===== config.mk =====
export PLATFORM = sky130hd
export DESIGN_NAME = svc_rv_stage_if
export DESIGN_NICKNAME = d
export VERILOG_FILES = /design/src/rtl/svc_rv_pkg.sv /design/src/rtl/svc_rv_bpred_btfn.sv /design/src/rtl/svc_rv_stage_if.sv
export SDC_FILE = /design/constraint.sdc
export NUM_CORES = 1
export LEC_CHECK = 0
export CAP_MARGIN = 25
export CORE_ASPECT_RATIO = 2
export CORE_UTILIZATION = 45
export DETAILED_ROUTE_END_ITERATION = 12
export PLACE_DENSITY_LB_ADDON = 0.05
export RECOVER_POWER = 50
export SYNTH_ARGS = -nofsm -noshare
export SYNTH_HDL_FRONTEND = slang
export SYNTH_SLANG_ARGS = --single-unit

===== constraint.sdc =====
create_clock -name clk -period 2.45 [get_ports clk]
set_input_delay 0.3675 -clock clk [delete_from_list [all_inputs] [get_ports clk]]
set_output_delay 0.3675 -clock clk [all_outputs]
set_load 0.01 [all_outputs]

===== src/rtl/svc_rv_pkg.sv =====
// Shared RV32 fetch-stage definitions: NOP encoding, branch opcode and B-immediate decode.
// Used by svc_rv_stage_if and, under SVC_RV_IF_BTFN_EN, by svc_rv_bpred_btfn.
package svc_rv_pkg;

   localparam logic [31:0] RV_NOP        = 32'h0000_0013;
   localparam logic [6:0]  OPCODE_BRANCH = 7'b1100011;

   // Sign-extended B-type immediate; bit 0 is always zero.
   function automatic logic [31:0] imm_b(input logic [31:0] instr);
      return {{19{instr[31]}}, instr[31], instr[7], instr[30:25], instr[11:8], 1'b0};
   endfunction

endpackage


===== src/rtl/svc_rv_bpred_btfn.sv =====
// Static backward-taken / forward-not-taken predictor for conditional branches.
// Only instantiated when SVC_RV_IF_BTFN_EN is defined.
module svc_rv_bpred_btfn
   import svc_rv_pkg::*;
#(
   parameter int XLEN = 32
) (
   input  logic [31:0]     instr_i,
   input  logic [XLEN-1:0] pc_i,
   output logic            taken_o,
   output logic [XLEN-1:0] target_o
);

   logic [31:0] imm;

   assign imm      = imm_b(instr_i);
   assign taken_o  = (instr_i[6:0] == OPCODE_BRANCH) && imm[12];
   assign target_o = pc_i + imm;

endmodule


===== src/rtl/svc_rv_stage_if.sv =====
// RV32 instruction-fetch stage: PC, synchronous imem request, one-entry skid and IF/ID register.
// Optional static branch prediction is built when SVC_RV_IF_BTFN_EN is defined.
module svc_rv_stage_if
   import svc_rv_pkg::*;
#(
   parameter int               XLEN     = 32,
   parameter logic [XLEN-1:0]  RESET_PC = 32'h0000_0000
) (
   input  logic            clk,
   input  logic            rst_n,
   input  logic            pc_stall,
   input  logic            if_id_stall,
   input  logic            if_id_flush,
   input  logic            pc_sel,
   input  logic [XLEN-1:0] pc_redirect,
   output logic            imem_ren,
   output logic [XLEN-1:0] imem_raddr,
   input  logic [31:0]     imem_rdata,
   output logic [31:0]     instr_id,
   output logic [XLEN-1:0] pc_id,
   output logic [XLEN-1:0] pc_plus4_id,
   output logic            valid_id,
   output logic            predicted_id
);

   logic [XLEN-1:0] pc_q, pc_d;
   logic            req_valid_q, req_valid_d;
   logic [XLEN-1:0] req_pc_q, req_pc_d;
   logic            skid_valid_q, skid_valid_d;
   logic [31:0]     skid_instr_q, skid_instr_d;
   logic [XLEN-1:0] skid_pc_q, skid_pc_d;
   logic [31:0]     instr_id_q, instr_id_d;
   logic [XLEN-1:0] pc_id_q, pc_id_d;
   logic [XLEN-1:0] pc_plus4_id_q, pc_plus4_id_d;
   logic            valid_id_q, valid_id_d;
   logic            predicted_id_q, predicted_id_d;

   logic            acc_valid;
   logic [31:0]     acc_instr;
   logic [XLEN-1:0] acc_pc;
   logic            accept;
   logic            pred_taken;

   assign imem_ren   = rst_n & ~pc_stall;
   assign imem_raddr = pc_q;

   // A parked skid entry is older than any live response, so it enters ID first.
   always_comb begin
      acc_valid = req_valid_q;
      acc_instr = imem_rdata;
      acc_pc    = req_pc_q;
      if (skid_valid_q) begin
         acc_valid = 1'b1;
         acc_instr = skid_instr_q;
         acc_pc    = skid_pc_q;
      end
   end

   assign accept = acc_valid & ~if_id_flush & ~if_id_stall;

`ifdef SVC_RV_IF_BTFN_EN
   logic            bp_taken;
   logic [XLEN-1:0] bp_target;

   svc_rv_bpred_btfn #(.XLEN(XLEN)) u_bpred (
      .instr_i  (acc_instr),
      .pc_i     (acc_pc),
      .taken_o  (bp_taken),
      .target_o (bp_target)
   );

   assign pred_taken = accept & bp_taken;
`else
   assign pred_taken = 1'b0;
`endif

   always_comb begin
      pc_d        = pc_q;
      req_pc_d    = pc_q;
      req_valid_d = ~pc_stall & ~pc_sel & ~pred_taken;
      if (pc_sel) begin
         pc_d = pc_redirect;
`ifdef SVC_RV_IF_BTFN_EN
      end else if (pred_taken) begin
         pc_d = bp_target;
`endif
      end else if (!pc_stall) begin
         pc_d = pc_q + XLEN'(4);
      end
   end

   always_comb begin
      skid_valid_d   = skid_valid_q;
      skid_instr_d   = skid_instr_q;
      skid_pc_d      = skid_pc_q;
      instr_id_d     = instr_id_q;
      pc_id_d        = pc_id_q;
      pc_plus4_id_d  = pc_plus4_id_q;
      valid_id_d     = valid_id_q;
      predicted_id_d = predicted_id_q;
      if (if_id_flush) begin
         instr_id_d     = RV_NOP;
         valid_id_d     = 1'b0;
         predicted_id_d = 1'b0;
         skid_valid_d   = 1'b0;
      end else if (if_id_stall) begin
         if (req_valid_q) begin
            skid_valid_d = 1'b1;
            skid_instr_d = imem_rdata;
            skid_pc_d    = req_pc_q;
         end
      end else if (acc_valid) begin
         instr_id_d     = acc_instr;
         pc_id_d        = acc_pc;
         pc_plus4_id_d  = acc_pc + XLEN'(4);
         valid_id_d     = 1'b1;
         predicted_id_d = pred_taken;
         skid_valid_d   = 1'b0;
      end else begin
         instr_id_d     = RV_NOP;
         valid_id_d     = 1'b0;
         predicted_id_d = 1'b0;
      end
   end

   always_ff @(posedge clk) begin
      if (!rst_n) begin
         pc_q           <= RESET_PC;
         req_valid_q    <= 1'b0;
         req_pc_q       <= '0;
         skid_valid_q   <= 1'b0;
         skid_instr_q   <= RV_NOP;
         skid_pc_q      <= '0;
         instr_id_q     <= RV_NOP;
         pc_id_q        <= '0;
         pc_plus4_id_q  <= XLEN'(4);
         valid_id_q     <= 1'b0;
         predicted_id_q <= 1'b0;
      end else begin
         pc_q           <= pc_d;
         req_valid_q    <= req_valid_d;
         req_pc_q       <= req_pc_d;
         skid_valid_q   <= skid_valid_d;
         skid_instr_q   <= skid_instr_d;
         skid_pc_q      <= skid_pc_d;
         instr_id_q     <= instr_id_d;
         pc_id_q        <= pc_id_d;
         pc_plus4_id_q  <= pc_plus4_id_d;
         valid_id_q     <= valid_id_d;
         predicted_id_q <= predicted_id_d;
      end
   end

   // The hazard unit holds the PC whenever it stalls IF/ID, so the skid can never overflow.
   skid_no_overflow: assert property (@(posedge clk) disable iff (!rst_n)
      (if_id_stall && !if_id_flush && req_valid_q) |-> !skid_valid_q);

   assign instr_id     = instr_id_q;
   assign pc_id        = pc_id_q;
   assign pc_plus4_id  = pc_plus4_id_q;
   assign valid_id     = valid_id_q;
   assign predicted_id = predicted_id_q;

endmodule


==> results of run 1 <==
## worst min-delay path: stages
cell and delay [ns]:
clkbuf_1 0.16, buf_12 0.26, nand3_1 0.10
## what timing repair did
| action | 4_1_cts | 5_1_grt |
|---|---|---|
| resized for setup | 0 | 1 |
| buffers inserted | 0 | 0 |
| endpoints found under the setup margin | 0 | 2 |
## synth_stat cells (2+ instances only)
cell	n	share of area (%)
o21ai_0	60	3.1
clkbuf_1	56	2.2
nor2_1	69	2.7
xor2_1	7	0.64
buf_1	9	0.35
nand2_1	209	8.2
a211oi_1	24	1.9
o211ai_1	7	0.55
a222oi_1	2	0.21
and3_1	2	0.13
nand2b_1	2	0.13
o22a_1	3	0.28
nand3b_4	2	0.42
buf_2	8	0.42
dfxtp_1	225	47
buf_4	11	0.87
a311oi_1	2	0.18
nor3_1	14	0.73
nand3_1	57	3.0
and2_1	33	2.2
ha_1	2	0.26
a32oi_1	4	0.37
or3_1	5	0.33
xnor2_1	30	2.8
nand3b_1	8	0.63
a22oi_2	2	0.26
mux2i_1	57	6.0
nor2b_1	5	0.33
o2111ai_1	2	0.18
a31oi_1	3	0.20
a22oi_1	4	0.31
nand4_1	19	1.2
nor4_1	9	0.59
a21o_1	2	0.16
and4_1	4	0.37
a32o_1	3	0.31
o311ai_0	10	0.92
nand4b_1	5	0.46
mux2_2	11	1.3
inv_1	7	0.28
o311ai_1	4	0.37
a21oi_1	102	5.3
## path summary, 6_finish.rpt
kind	from	end	slack [ns]	cells after the start
worst max-delay path	skid_valid_q	pc_plus4_id[23]	0.19	7
worst min-delay path	rst_n	skid_instr_q[1]	0.42	3
worst max register to register	skid_valid_q	pc_plus4_id[23]	0.19	7
worst min register to register	valid_id	valid_id	0.44	2
## layer usage
metal / global-route usage [%] / share of wire [%] / wire length [um]
met1: 26.09 / 42 / 10190
met2: 40.49 / 51 / 12570
met3: 2.600 / 4.0 / 971
met4: 8.596 / 2.8 / 687
met5: 0 / 0 / 0
## final cells by class
type	count	area (um2)	share of cell area, %
Clock buffer	26	564.3	4.545
Timing Repair Buffer	223	2223	17.91
Clock inverter	9	75.07	0.6046
Inverter	8	31.28	0.2519
Multi-Input combinational cell	798	4678	37.68
Tap cell	269	336.6	2.711
Sequential cell	225	4508	36.31
## logic make-up after synthesis
kind of cell / after synthesis / synth area share (%)
multiplexers: 68 / 7.275
AND/OR/NAND/NOR: 450 / 22.14
buffers and inverters: 93 / 4.273
XOR/XNOR: 37 / 3.395
other: 1 / 0.03929
AO/OA/AOI/OAI: 240 / 15.43
flip-flops: 225 / 47.19
adder cells (fa/ha/maj): 2 / 0.2621
## registers in the layout (all words and copies together) (netlist names)
register / count
valid_id: 1
imem_raddr: 32
instr_id: 32
req_valid_q: 1
skid_valid_q: 1
req_pc_q: 32
pc_plus4_id: 30
pc_id: 32
skid_instr_q: 32
skid_pc_q: 32
## per-stage QoR
stage	hold WS (ns)	area, um2	utilization [%]	power [uW]	setup WS [ns]
after floorplan	0.4312	9594	-	4188	0.001973
after global placement	0.4298	11800	56.40	4511	0.1265
after detailed placement	0.4415	11800	56.40	4514	0.1449
after CTS	0.3810	12440	59.46	7628	0.1112
after global routing	0.4509	12420	59.34	7827	0.003977
final	0.4231	12420	59.34	7531	0.1915
## power by group
group          total (uW)  leakage [uW]  internal (uW)  switching, uW
registers            3840       0.00183           3740           92.7
clock network        3110      0.000315           1740           1380
logic                 582       0.00212            304            277
==> results_dict.tcl, run 1 <==
set metrics [dict create \
    layout_common_cells "224 x dfxtp_1, 208 x nand2_1, 136 x clkdlybuf4s50_1" \
    cp-start-kind "flop" \
    clock_skew_ns 0.01314 \
    clk_latency_ns 0.50 \
    fp.dieH_um 208.0 \
    wirelength_mm 24.41 \
    crit_path_top_delay_cell "dfxtp_4" \
    rows 75 \
    die_area_um2 21830 \
    ios 201 \
    grt_max_degree 128 \
    yosys_register_bits 225 \
    netlist_area_um2 9545 \
    synth_edf_count 0 \
    crit_path_max_incr_delay_ns 0.47 \
    vias 8250 \
    cts_buffer_depth 3 \
    drt-initial-drc-count 377 \
    drive_above_1_share_pct 6.129 \
    routabilityCongestion 0.8175 \
    drc_errors 0 \
    status "completed" \
    h-tree-depth 1 \
    max_freq_mhz 442.8 \
    crit_fanout 64 \
    routed_via_density 5.295 \
    ys_seq_area_share_pct 47.19 \
    cp_data_arrival_time_ns 2.66 \
    root_buffer "clkbuf_16" \
    fillers 1882 \
    setup_viol 0 \
    cap_viol_max_count 0 \
    ys_warn_count 0 \
    p_leak_uw 0.004262 \
    post-route-period-util_pct 92.18 \
    maxSlewHeadroom_pct 0.1553 \
    synthCells 1116 \
    ant_nets 0 \
    core-area_um2 20930 \
    tritoncts "yes" \
    layout_commonest_cell "dfxtp_1" \
    dpl.hpwl_mm 17.06 \
    hold_viol_final 0 \
    critPathRequiredTime_ns 2.85 \
    cts.sinks 225 \
    crit_family "simple AND/OR/NAND/NOR gates" \
    synth.avg_cell_area_um2 8.553 \
    ys_async_sr_fraction_pct 0 \
    n_antenna_cell 0 \
    area_delta_synth_final_pct 30.08 \
    globalRouteTotalUtil_pct 22.16 \
    cp.buffers_inverters 2 \
    grt.overflow.total 0 \
    hold_buffers 0 \
    vdd_drop_max_mv 0.4544 \
    dpl.cell_count 1523 \
    antenna_found_initial 0 \
    tightest_slew_ns 1.498 \
    cp_cell_sequence "buf_12 -> nand3_1 -> a222oi_1 -> buf_4 -> nand3_4 -> or3_1 -> o311ai_1" \
    path_class "reg2reg" \
    cp-end-kind "flop" \
    finalSetupTns_ns 0 \
    synth_nets 1188 \
    final_cells 1558 \
    grt_first_pass_wirelength_mm 39.75 \
    die_w_um 105.0 \
    fin_nets 1348 \
    rsz0062_at_grt "no" \
    numCtsBuffers 20 \
    grt_pass1_vias 7843 \
    yosys_most_used_dff "dfxtp_1" \
    start_util_pct 45.61 \
    hold_path.class "in2reg" \
    dr.pass1.iters 4 \
    fin_crit_ns 2.259 \
    clkTransAtPathRegs_ns 0.07 \
    port_buffers 199 \
    synth_cell_types 58 \
    power_density_nw_per_um2 606.5 \
    maxSlewViolCount 0 \
    wl_per_cell_um 15.67 \
]
No activity file was read; power rests on OpenSTA's default activity.
==> run 2: changes to the inputs <==
Clock period 2.45 ns to 2.8 ns, I/O delays scaled along.
==> results_dict.tcl, run 2 (synthesis results as in run 1) <==
set metrics [dict create \
    cp_data_arrival_time_ns 2.77 \
    grt_max_degree 128 \
    routabilityCongestion 0.8141 \
    wl_per_cell_um 15.48 \
    n_antenna_cell 0 \
    power_density_nw_per_um2 536.2 \
    crit_fanout 50 \
    drt-initial-drc-count 341 \
    cp-end-kind "flop" \
    cp-start-kind "flop" \
    grt_pass1_vias 7858 \
    path_class "reg2reg" \
    rows 75 \
    post-route-period-util_pct 84.64 \
    maxSlewViolCount 0 \
    wirelength_mm 24.13 \
    cap_viol_max_count 0 \
    dr.pass1.iters 4 \
    vias 8248 \
    layout_common_cells "224 x dfxtp_1, 208 x nand2_1, 191 x clkdlybuf4s50_1" \
    reg2reg_depth 6 \
    antenna_found_initial 0 \
    max_freq_mhz 422.0 \
    fp.dieH_um 208.0 \
    hold_buffers 0 \
    globalRouteTotalUtil_pct 22.31 \
    timing.rr.start "skid_valid_q" \
    whs_ns 0.3103 \
    fillers 1973 \
    area_delta_synth_final_pct 29.41 \
    vdd_drop_max_mv 0.3722 \
    hold_viol_final 0 \
    start_util_pct 45.61 \
    drc_errors 0 \
    reg2reg_slack_ns 0.43 \
    grt.overflow.total 0 \
    ant_nets 0 \
    die_area_um2 21830 \
    grt_first_pass_wirelength_mm 39.94 \
    clk_latency_ns 0.50 \
    root_buffer "clkbuf_16" \
    maxSlewHeadroom_pct 0.2655 \
    hold_path.class "in2reg" \
    hold_start "rst_n" \
    hold_depth 3 \
    dpl.hpwl_mm 17.05 \
    layout_commonest_cell "dfxtp_1" \
    core-area_um2 20930 \
    h-tree-depth 1 \
    ios 201 \
    cts_buffer_depth 3 \
    tightest_slew_ns 1.496 \
    cts_resized 0 \
    stdcell_area_um2 12350 \
    p_leak_uw 0.004061 \
    cts_setup_buffers 0 \
    cts.sinks 225 \
    routed_via_density 5.291 \
    rsz0062_at_grt "no" \
    postPlaceCellArea_um2 11730 \
    fin_crit_ns 2.370 \
    numCtsBuffers 20 \
    hold_end "pc_plus4_id[11]" \
    tritoncts "yes" \
    die_w_um 105.0 \
    critPathRequiredTime_ns 3.20 \
    r2r-end "pc_plus4_id[24]" \
    setup_viol 0 \
    clkTransAtPathRegs_ns 0.07 \
    clock_skew_ns 0.009062 \
    status "completed" \
    port_buffers 199 \
    fin_nets 1349 \
    drive_above_1_share_pct 6.124 \
    finalSetupTns_ns 0 \
]
-- run 2: power breakdown --
group          switching, uW  internal [uW]  leakage, uW  total [uW]
logic                    240            264      0.00191         504
registers               81.0           3280      0.00183        3360
clock network           1180           1580     0.000321        2760
total                   1510           5120      0.00406        6620
-- run 2: worst max-delay path: stages, from the launching register on --
cell      delay (ns)
dfxtp_4         0.46
buf_12          0.26
nand3_1         0.21
a22oi_2         0.31
nand4_1         0.35
or2_1           0.39
o311ai_1        0.27
-- run 2: layer usage --
metal	vias up	global-route usage (%)	part of all wire, %
met5	-	0	0
met3	40	2.945	4.1
met4	0	8.694	2.9
li1	4228	-	-
met1	3785	26.82	42
met2	195	39.87	51
-- run 2: worst max-delay path by stage --
stage | endpoint | slack, ns | from | depth (start not counted)
after floorplan | pc_plus4_id[28] | 0.16 | skid_valid_q | 12
after global routing | pc_plus4_id[24] | 0.19 | skid_valid_q | 6
after global placement | imem_raddr[23] | 0.42 | pc_stall | 7
after detailed placement | pc_plus4_id[28] | 0.38 | if_id_stall | 6
after CTS | pc_plus4_id[30] | 0.44 | skid_valid_q | 6
final | pc_plus4_id[24] | 0.43 | skid_valid_q | 6
-- run 2: stage by stage --
step	worst slack (ns)	total power, uW	instances	util, %
floorplan	0.1564	3663	1116	-
global placement	0.4189	3939	1524	56.07
detailed placement	0.3818	3942	1524	56.07
CTS	0.4370	6719	1559	59.18
global route	0.1865	6892	1559	59.03
finish	0.4302	6624	1559	59.03
-- run 2: layout make-up --
| type | count | area, um2 | area share, % |
|---|---|---|---|
| multi-input combinational | 798 | 4643 | 37.59 |
| clock buffer | 31 | 603.1 | 4.882 |
| inverter | 8 | 31.28 | 0.2532 |
| tap | 269 | 336.6 | 2.725 |
| sequential | 225 | 4508 | 36.49 |
| clock inverter | 4 | 48.80 | 0.3950 |
| timing repair buffer | 224 | 2182 | 17.66 |
